File: config.mk
export PLATFORM = sky130hd
export DESIGN_NAME = g11620_emu
export DESIGN_NICKNAME = d
export VERILOG_FILES = /design/src/rtl/g11620_emu.sv
export SDC_FILE = /design/constraint.sdc
export NUM_CORES = 1
export LEC_CHECK = 0
export BUFFER_PORTS_ARGS = -buffer_cell sky130_fd_sc_hd__buf_2
export CAP_MARGIN = 20
export CORE_MARGIN = 5
export CORE_UTILIZATION = 45
export CTS_CLUSTER_DIAMETER = 30
export CTS_CLUSTER_SIZE = 12
export DETAILED_ROUTE_END_ITERATION = 8
export HOLD_SLACK_MARGIN = 0.08
export PLACE_DENSITY_LB_ADDON = 0.15
export SYNTH_ARGS = -nofsm -noshare
export SYNTH_HDL_FRONTEND = slang
export SYNTH_SLANG_ARGS = --single-unit
File: constraint.sdc
create_clock -name clk -period 6 [get_ports clk]
set_input_delay 0 -clock clk [delete_from_list [all_inputs] [get_ports clk]]
set_output_delay 0 -clock clk [all_outputs]
set_load 0.01 [all_outputs]
File: src/rtl/g11620_emu.sv
`timescale 1ns/1ps
`default_nettype none
// ============================================================================
// Module      : g11620_emu
// Description : G11620 line-sensor emulator: measures RESET integration,
//               answers with AD_SP and streams one synthetic pixel line.
// Revision    : 1.0 - initial release
// ============================================================================
module g11620_emu #(
   parameter logic [8:0]  PIX_NUM   = 9'd511,
   parameter logic [7:0]  SP_DELAY  = 8'd16,
   parameter logic [31:0] MIN_INTEG = 32'd2
) (
   input  logic        clk,
   input  logic        rst,
   input  logic        reset_i,
   input  logic [1:0]  mode_i,
   input  logic [15:0] const_i,
   output logic        ad_sp,
   output logic        video_valid,
   output logic [15:0] video_data,
   output logic        video_last,
   output logic [15:0] frame_cnt,
   output logic        proto_err,
   output logic        short_integ,
   output logic        busy
);

   localparam logic [2:0] c_st_idle  = 3'd0;
   localparam logic [2:0] c_st_integ = 3'd1;
   localparam logic [2:0] c_st_delay = 3'd2;
   localparam logic [2:0] c_st_sp    = 3'd3;
   localparam logic [2:0] c_st_read  = 3'd4;

   logic [2:0]  r_state, w_state_nxt;

   logic [31:0] r_integ_cnt, w_integ_cnt_nxt;
   logic [31:0] r_integ_cap, w_integ_cap_nxt;
   logic [7:0]  r_dly_cnt,   w_dly_cnt_nxt;
   logic [8:0]  r_pix_idx,   w_pix_idx_nxt;
   logic [1:0]  r_mode,      w_mode_nxt;
   logic [15:0] r_const,     w_const_nxt;
   logic        r_ad_sp,     w_ad_sp_nxt;
   logic        r_valid,     w_valid_nxt;
   logic [15:0] r_data,      w_data_nxt;
   logic        r_last,      w_last_nxt;
   logic [15:0] r_frame_cnt, w_frame_cnt_nxt;
   logic        r_proto_err, w_proto_err_nxt;
   logic        r_short,     w_short_nxt;
   logic        r_busy;

   logic [8:0]  w_pix_sel;
   logic [15:0] w_pixel;
   logic        w_sp_hit;
   logic        w_line_end;

   function automatic logic [15:0] f_pixel(
      input logic [1:0]  mode,
      input logic [15:0] cval,
      input logic [31:0] cap,
      input logic [15:0] frame,
      input logic [8:0]  idx
   );
      logic [15:0] v;
      case (mode)
         2'd1:    v = (cap > 32'h0000_FFFF) ? 16'hFFFF : cap[15:0];
         2'd2:    v = cval;
         default: v = {7'b0, idx} + frame;
      endcase
      return v;
   endfunction

   assign w_sp_hit   = (r_dly_cnt == SP_DELAY - 8'd1);
   assign w_line_end = (r_pix_idx == PIX_NUM);
   // SP emits pixel 0; READ emits the pixel following the one on the bus
   assign w_pix_sel  = (r_state == c_st_sp) ? 9'd0 : r_pix_idx + 9'd1;
   assign w_pixel    = f_pixel(r_mode, r_const, r_integ_cap, r_frame_cnt, w_pix_sel);

   always_ff @(posedge clk) begin
      if (rst) begin
         r_state <= c_st_idle;
      end else begin
         r_state <= w_state_nxt;
      end
   end

   always_comb begin
      w_state_nxt = r_state;
      case (r_state)
         c_st_idle:  if (reset_i) w_state_nxt = c_st_integ;
         c_st_integ: if (!reset_i) w_state_nxt = c_st_delay;
         c_st_delay: begin
            if (reset_i)       w_state_nxt = c_st_integ;
            else if (w_sp_hit) w_state_nxt = c_st_sp;
         end
         c_st_sp:    w_state_nxt = reset_i ? c_st_integ : c_st_read;
         c_st_read: begin
            if (reset_i)         w_state_nxt = c_st_integ;
            else if (w_line_end) w_state_nxt = c_st_idle;
         end
         default:    w_state_nxt = c_st_idle;
      endcase
   end

   always_comb begin
      w_integ_cnt_nxt = r_integ_cnt;
      w_integ_cap_nxt = r_integ_cap;
      w_dly_cnt_nxt   = r_dly_cnt;
      w_pix_idx_nxt   = r_pix_idx;
      w_mode_nxt      = r_mode;
      w_const_nxt     = r_const;
      w_ad_sp_nxt     = r_ad_sp;
      w_valid_nxt     = r_valid;
      w_data_nxt      = r_data;
      w_last_nxt      = r_last;
      w_frame_cnt_nxt = r_frame_cnt;
      w_proto_err_nxt = 1'b0;
      w_short_nxt     = 1'b0;

      case (r_state)
         c_st_idle: begin
            if (reset_i) w_integ_cnt_nxt = 32'd1;
         end
         c_st_integ: begin
            if (reset_i) begin
               if (r_integ_cnt != 32'hFFFF_FFFF) w_integ_cnt_nxt = r_integ_cnt + 32'd1;
            end else begin
               w_integ_cap_nxt = r_integ_cnt;
               w_short_nxt     = (r_integ_cnt < MIN_INTEG);
               w_dly_cnt_nxt   = 8'd0;
            end
         end
         c_st_delay, c_st_sp, c_st_read: begin
            if (reset_i) begin
               // RESET re-asserted before the line finished: abandon it
               w_proto_err_nxt = 1'b1;
               w_ad_sp_nxt     = 1'b0;
               w_valid_nxt     = 1'b0;
               w_last_nxt      = 1'b0;
               w_integ_cnt_nxt = 32'd1;
            end else if (r_state == c_st_delay) begin
               w_dly_cnt_nxt = r_dly_cnt + 8'd1;
               if (w_sp_hit) begin
                  w_ad_sp_nxt = 1'b1;
                  w_mode_nxt  = mode_i;
                  w_const_nxt = const_i;
               end
            end else if (r_state == c_st_sp) begin
               w_ad_sp_nxt   = 1'b0;
               w_pix_idx_nxt = 9'd0;
               w_valid_nxt   = 1'b1;
               w_data_nxt    = w_pixel;
               w_last_nxt    = (PIX_NUM == 9'd0);
            end else if (w_line_end) begin
               w_valid_nxt     = 1'b0;
               w_last_nxt      = 1'b0;
               w_frame_cnt_nxt = r_frame_cnt + 16'd1;
            end else begin
               w_pix_idx_nxt = w_pix_sel;
               w_data_nxt    = w_pixel;
               w_last_nxt    = (w_pix_sel == PIX_NUM);
            end
         end
         default: ;
      endcase
   end

   always_ff @(posedge clk) begin
      if (rst) begin
         r_integ_cnt <= 32'd0;
         r_integ_cap <= 32'd0;
         r_dly_cnt   <= 8'd0;
         r_pix_idx   <= 9'd0;
         r_mode      <= 2'd0;
         r_const     <= 16'd0;
         r_ad_sp     <= 1'b0;
         r_valid     <= 1'b0;
         r_data      <= 16'd0;
         r_last      <= 1'b0;
         r_frame_cnt <= 16'd0;
         r_proto_err <= 1'b0;
         r_short     <= 1'b0;
         r_busy      <= 1'b0;
      end else begin
         r_integ_cnt <= w_integ_cnt_nxt;
         r_integ_cap <= w_integ_cap_nxt;
         r_dly_cnt   <= w_dly_cnt_nxt;
         r_pix_idx   <= w_pix_idx_nxt;
         r_mode      <= w_mode_nxt;
         r_const     <= w_const_nxt;
         r_ad_sp     <= w_ad_sp_nxt;
         r_valid     <= w_valid_nxt;
         r_data      <= w_data_nxt;
         r_last      <= w_last_nxt;
         r_frame_cnt <= w_frame_cnt_nxt;
         r_proto_err <= w_proto_err_nxt;
         r_short     <= w_short_nxt;
         r_busy      <= (w_state_nxt != c_st_idle);
      end
   end

   assign ad_sp       = r_ad_sp;
   assign video_valid = r_valid;
   assign video_data  = r_data;
   assign video_last  = r_last;
   assign frame_cnt   = r_frame_cnt;
   assign proto_err   = r_proto_err;
   assign short_integ = r_short;
   assign busy        = r_busy;

endmodule
`default_nettype wire

### Word level (Yosys, flattened, before mapping)

Cells that the tools add are included.

* register bits: 140
* input port bits: 21
* output and inout bits: 38
* word-level logic and storage cells: 101

* $add $sub $neg: 5
* $lt $le $gt $ge: 2
* equal/unequal tests: 19
* multiplexer cells: 36
* bitwise operators: 5
* reduce and logical (&&, ||, !) cells: 19

Operators by type and width (count)
* 32-bit two-way mux: 3
* 32-bit case mux with 2 select lines: 1
* 16-bit two-way mux: 3
* 32-bit by 1-bit adder with 32-bit output, second input constant: 1
* 32-bit by 16-bit > comparator with 1-bit output, second input constant: 1
* 32-bit by 2-bit < comparator with 1-bit output, second input constant: 1
* 32-bit inequality test, second input constant: 1
* 16-bit case mux with 2 select lines: 1
* 9-bit two-way mux: 3
* 8-bit two-way mux: 3
* 3-bit two-way mux: 7
* 9-bit equality test, second input constant: 2
* 16-bit by 1-bit adder with 16-bit output, second input constant: 1
* 9-bit by 16-bit adder with 16-bit output: 1
* 8-bit case mux with 2 select lines: 1
* 4-bit AND reduction: 4
* 3-bit case mux with 5 select lines: 1
* 1-bit two-way mux: 13
* 2-bit inequality test, second input constant: 6
* 9-bit by 1-bit adder with 9-bit output, second input constant: 1
* 3-bit nonzero test: 3
* 8-bit by 1-bit adder with 8-bit output, second input constant: 1
* 8-bit by 4-bit equality test with 1-bit output, second input constant: 1
* 3-bit by 2-bit equality test with 1-bit output, second input constant: 2
* 15 further kinds: 24

### Longest topological paths before layout

* depth in word-level cells: 7
* gate-level depth with buffers: 14
* depth with buffers taken out: 12

### Least setup slack after synthesis

OpenSTA, ideal clock, no wires.

* kind: flip-flop to flip-flop
* start point: reg r_state[1]
* end point: reg r_data[7] (netlist: video_data[7])
* setup time: 70 ps
* arrival time: 2654 ps
* data required time: 5930 ps
* slack: 3276 ps
* stages on the path, launching flop included: 13
* buffers on the path: 3
* period minus slack after synthesis: 2724 ps
* cell sequence: dfxtp_1 -> buf_6 -> clkbuf_1 -> and3_1 -> clkbuf_1 -> nor2_1 -> ha_1 -> a21oi_1 -> nand2_1 -> o21ai_0 -> xor2_1 -> a221o_1 -> a21oi_1

* cells in the longest elaborated chain, start to end: 6
* elaborated cells on any way between the ends: 12
* classes of those cells: 1 x add/sub; 4 x eq/ne; 4 x mux; 1 x bitwise; 2 x reduce/logical

Ends and longest elaborated chain
* from (decl): line 35 `logic [2:0] r_state, w_state_nxt;`
* from (signal assigned): line 81 `r_state <= c_st_idle;`
* from (signal assigned): line 83 `r_state <= w_state_nxt;`
* 3-bit by 2-bit equality test with 1-bit output: line 76, 120, 148
* 9-bit two-way mux: line 76 `assign w_pix_sel = (r_state == c_st_sp) ? 9'd0 : r_pix_idx + 9'd1;`
* 9-bit by 16-bit adder with 16-bit output: line 68 `default: v = {7'b0, idx} + frame;`
* 16-bit case mux with 2 select lines: line 65 `case (mode)`
* 16-bit two-way mux: line 154 `end else if (w_line_end) begin`
* 16-bit two-way mux: line 148 `end else if (r_state == c_st_sp) begin`
* to (signal assigned): line 193 `r_data <= w_data_nxt;`
* to (decl): line 45 `logic [15:0] r_data, w_data_nxt;`

Several ways; a longest one is shown, not always the timed one. The select of a mux whose other input is x is not followed.
A chain may end at the register's enable or synchronous reset.

### Worst setup path in the final report

* start point: reg r_state[0]
* end point: reg r_data[7] (netlist: video_data[7])

Same word-level chain as after synthesis.

==> metrics.txt <==
status completed; most frequent cells in the layout 168 x nand2_1, 140 x dfxtp_1, 100 x a21oi_1; cell family with most CP delay compound AO/OA/AOI/OAI gates; synth warn 0; Final HPWL DP 12.2 mm; crit path cell chain and3_1 > nor2_1 > ha_1 > a21oi_1 > nand2_1 > o21ai_0 > xor2_1 > a221o_1 > a21oi_1; largest net degree at the start of global routing around 60; multiplexer share of the synthesized area 0.00145; DR WL/cell roughly 16 um; number of global-route vias before repair ~5.6k; clk root buf clkbuf_16; Vert. Die Dim 134 um; Slew headroom 0.340; gr ovfl total 0; first-pass GRT wire length 29.1 mm; Worst path most repeated cell a21oi_1; syn nets 922; Max Slew Vio Count 0; Leak roughly 2.9 nW; fin crit period 3110 ps; clk buf depth 2; area of the multi-input gates 0.00381 mm^2; Synth Area in Adders 0.0319; gp weighted congestion around 0.85; worst-path fanout max 18; Non-Filler Instances 1132; Final ANT Viol Nets 0; nets 972; Setup Viol. Count Final 0; initial DRC count 500; Mapped Cells between 800 and 900; Data arrival, critical path 3460 ps; TritonCTS clock tree done; Remaining DRCs 0; Max Fclk approximately 320 MHz; Port Buffers 58; Seq/Total Area, Yosys 0.406; synthesized area between 0.006 and 0.007 mm^2; fillers approximately 1.5k; GRT Util Overall 0.199; register area approximately 0.0028 mm^2; clk_skew roughly 10 ps; CP Class reg -> reg; max-cap violations 0; synth unique cells 64; post-layout util 0.528; main combinational cell family by area after synthesis simple AND/OR/NAND/NOR gates; Setup Buffers After CTS 0; die width roughly 130 um; Routed Wire Length 17.6 mm; area grow syn2layout 15.7%; simple-gate share of the synthesized area 0.281; average cell area after synthesis between 7 and 8 um^2; Final Hold Viols 0; power per cell area about 250 mW/mm^2; share of layout cells above drive strength 1 0.114; WP data required roughly 6400 ps; Critical Path Sink Type flip-flop; period utilisation layout 0.518; effective utilization at floorplan 0.456; placed cells about 1.1k; clock sink total 140; VDD IR max approximately 190 uV; worst hold path type in -> reg; Setup TNS 0 ps; row cnt between 40 and 50; Pre-Repair DR Iteration Count 5; Worst-Skew Late Latency 420 ps; initial antenna violation count 0; crit start category flip-flop; Core Area between 0.015 and 0.02 mm^2; Post-Synth XOR/XNOR Area 0.0736; count of buffer and inverter cells on the critical path 0; Die ar. between 0.015 and 0.02 mm^2; commonest non-fill, non-tap cell in the layout nand2_1; vias roughly 6.1k; n_diodes 0; asr flop ratio synth 0; Main synth FF type dfxtp_1; Post-synth EDFFs 0; RSZ-0062 raised after global routing no; IO Pins about 60; Min Hold Slack approximately 380 ps; Via-to-Cell Ratio ~5.4; Worst-path clk slew ~60 ps; CP max-delay cell dfxtp_1; Slowest Stage Delay on Critical Path around 700 ps; Compound-Gate Fraction of Synth Area 0.164; TritonCTS Buffers 17; Worst Max-Slew Pin Slew between 900 and 1000 ps; H-tree Lvls 4; FF+latch count, synth 140
## final timing paths
kind	depth (start not counted)	to	from	slack [ps]
worst max-delay path	9	video_data[7]	r_state[0]	2890
worst min-delay path	4	r_const[13]	const_i[13]	380
worst max register to register	9	video_data[7]	r_state[0]	2890
worst min register to register	2	r_const[15]	r_const[15]	450
## metrics by stage
| stage | instance area [um^2] | setup slack [ps] | total power [W] |
|---|---|---|---|
| floorplan | 6910 | 3280 | 0.00101 |
| global placement | 7230 | 3050 | 0.00103 |
| detailed placement | 7230 | 2980 | 0.00103 |
| CTS | 7950 | 2920 | 0.00200 |
| global route | 7990 | 2580 | 0.00206 |
| finish | 7990 | 2890 | 0.00198 |
## power by group
part	total [W]	internal, W	switching [W]	leakage [nW]
logic	0.0000764	0.0000287	0.0000476	1.49
clock network	0.000957	0.000574	0.000383	0.246
registers	0.000942	0.000935	0.00000747	1.13
total	0.00198	0.00154	0.000438	2.87
## layer usage
layer  share of wire  up-vias  GRT usage
li1                -     3172          -
met1            0.50     2853      0.278
met2            0.46       99      0.314
met3           0.030       10     0.0368
met4          0.0094        0     0.0606
met5               0        -          0
## final cells by class
cell class	count	share of cell area
Sequential cell	140	0.351
Clock buffer	23	0.0573
Multi-Input combinational cell	676	0.477
Tap cell	188	0.0294
Clock inverter	6	0.00830
Inverter	15	0.00704
Timing Repair Buffer	84	0.0706
## synth_stat cells (11+ instances only)
| cell type | count | area (um^2) |
|---|---|---|
| o21ai_0 | 35 | 175 |
| nor2_1 | 90 | 338 |
| xnor2_1 | 25 | 219 |
| nand3_1 | 35 | 175 |
| clkbuf_1 | 38 | 143 |
| nand2_1 | 168 | 631 |
| nand4_1 | 20 | 125 |
| xor2_1 | 33 | 289 |
| nor4_1 | 20 | 125 |
| inv_1 | 15 | 56.3 |
| dfxtp_1 | 140 | 2800 |
| nor3_1 | 15 | 75.1 |
| a21oi_1 | 100 | 500 |
| ha_1 | 16 | 200 |
| and3_1 | 11 | 68.8 |
| a211oi_1 | 11 | 82.6 |
## flip-flops by register name (all words and copies together), names as in the netlist
signal,flops
frame_cnt,16
r_integ_cap,32
ad_sp,1
r_pix_idx,9
short_integ,1
video_last,1
r_integ_cnt,32
proto_err,1
busy,1
r_const,16
r_mode,2
video_valid,1
video_data,16
r_dly_cnt,8
r_state,3
## repair_timing
| action | CTS | global route |
|---|---|---|
| endpoints found under the hold margin | 53 | 0 |
| gates resized for setup | 0 | 0 |
| hold buffers | 20 | 0 |
| endpoints found under the setup margin | 0 | 0 |
## logic make-up (layout without fill, tap and decap cells)
family / Yosys count / after routing
AND/OR/NAND/NOR: 412 / 412
AO/OA/AOI/OAI: 188 / 188
flip-flops: 140 / 140
buffers and inverters: 68 / 128
XOR/XNOR: 58 / 58
adder cells (fa/ha/maj): 17 / 17
multiplexers: 1 / 1
## worst register-to-register path: stages, from the launching register on
cell     delay (ps)
dfxtp_1         700
and3_1          420
nor2_1          140
ha_1            390
a21oi_1         280
nand2_1          70
o21ai_0         390
xor2_1          130
a221o_1         380
a21oi_1         150
Note: power is estimated with default switching activity, not from simulation.
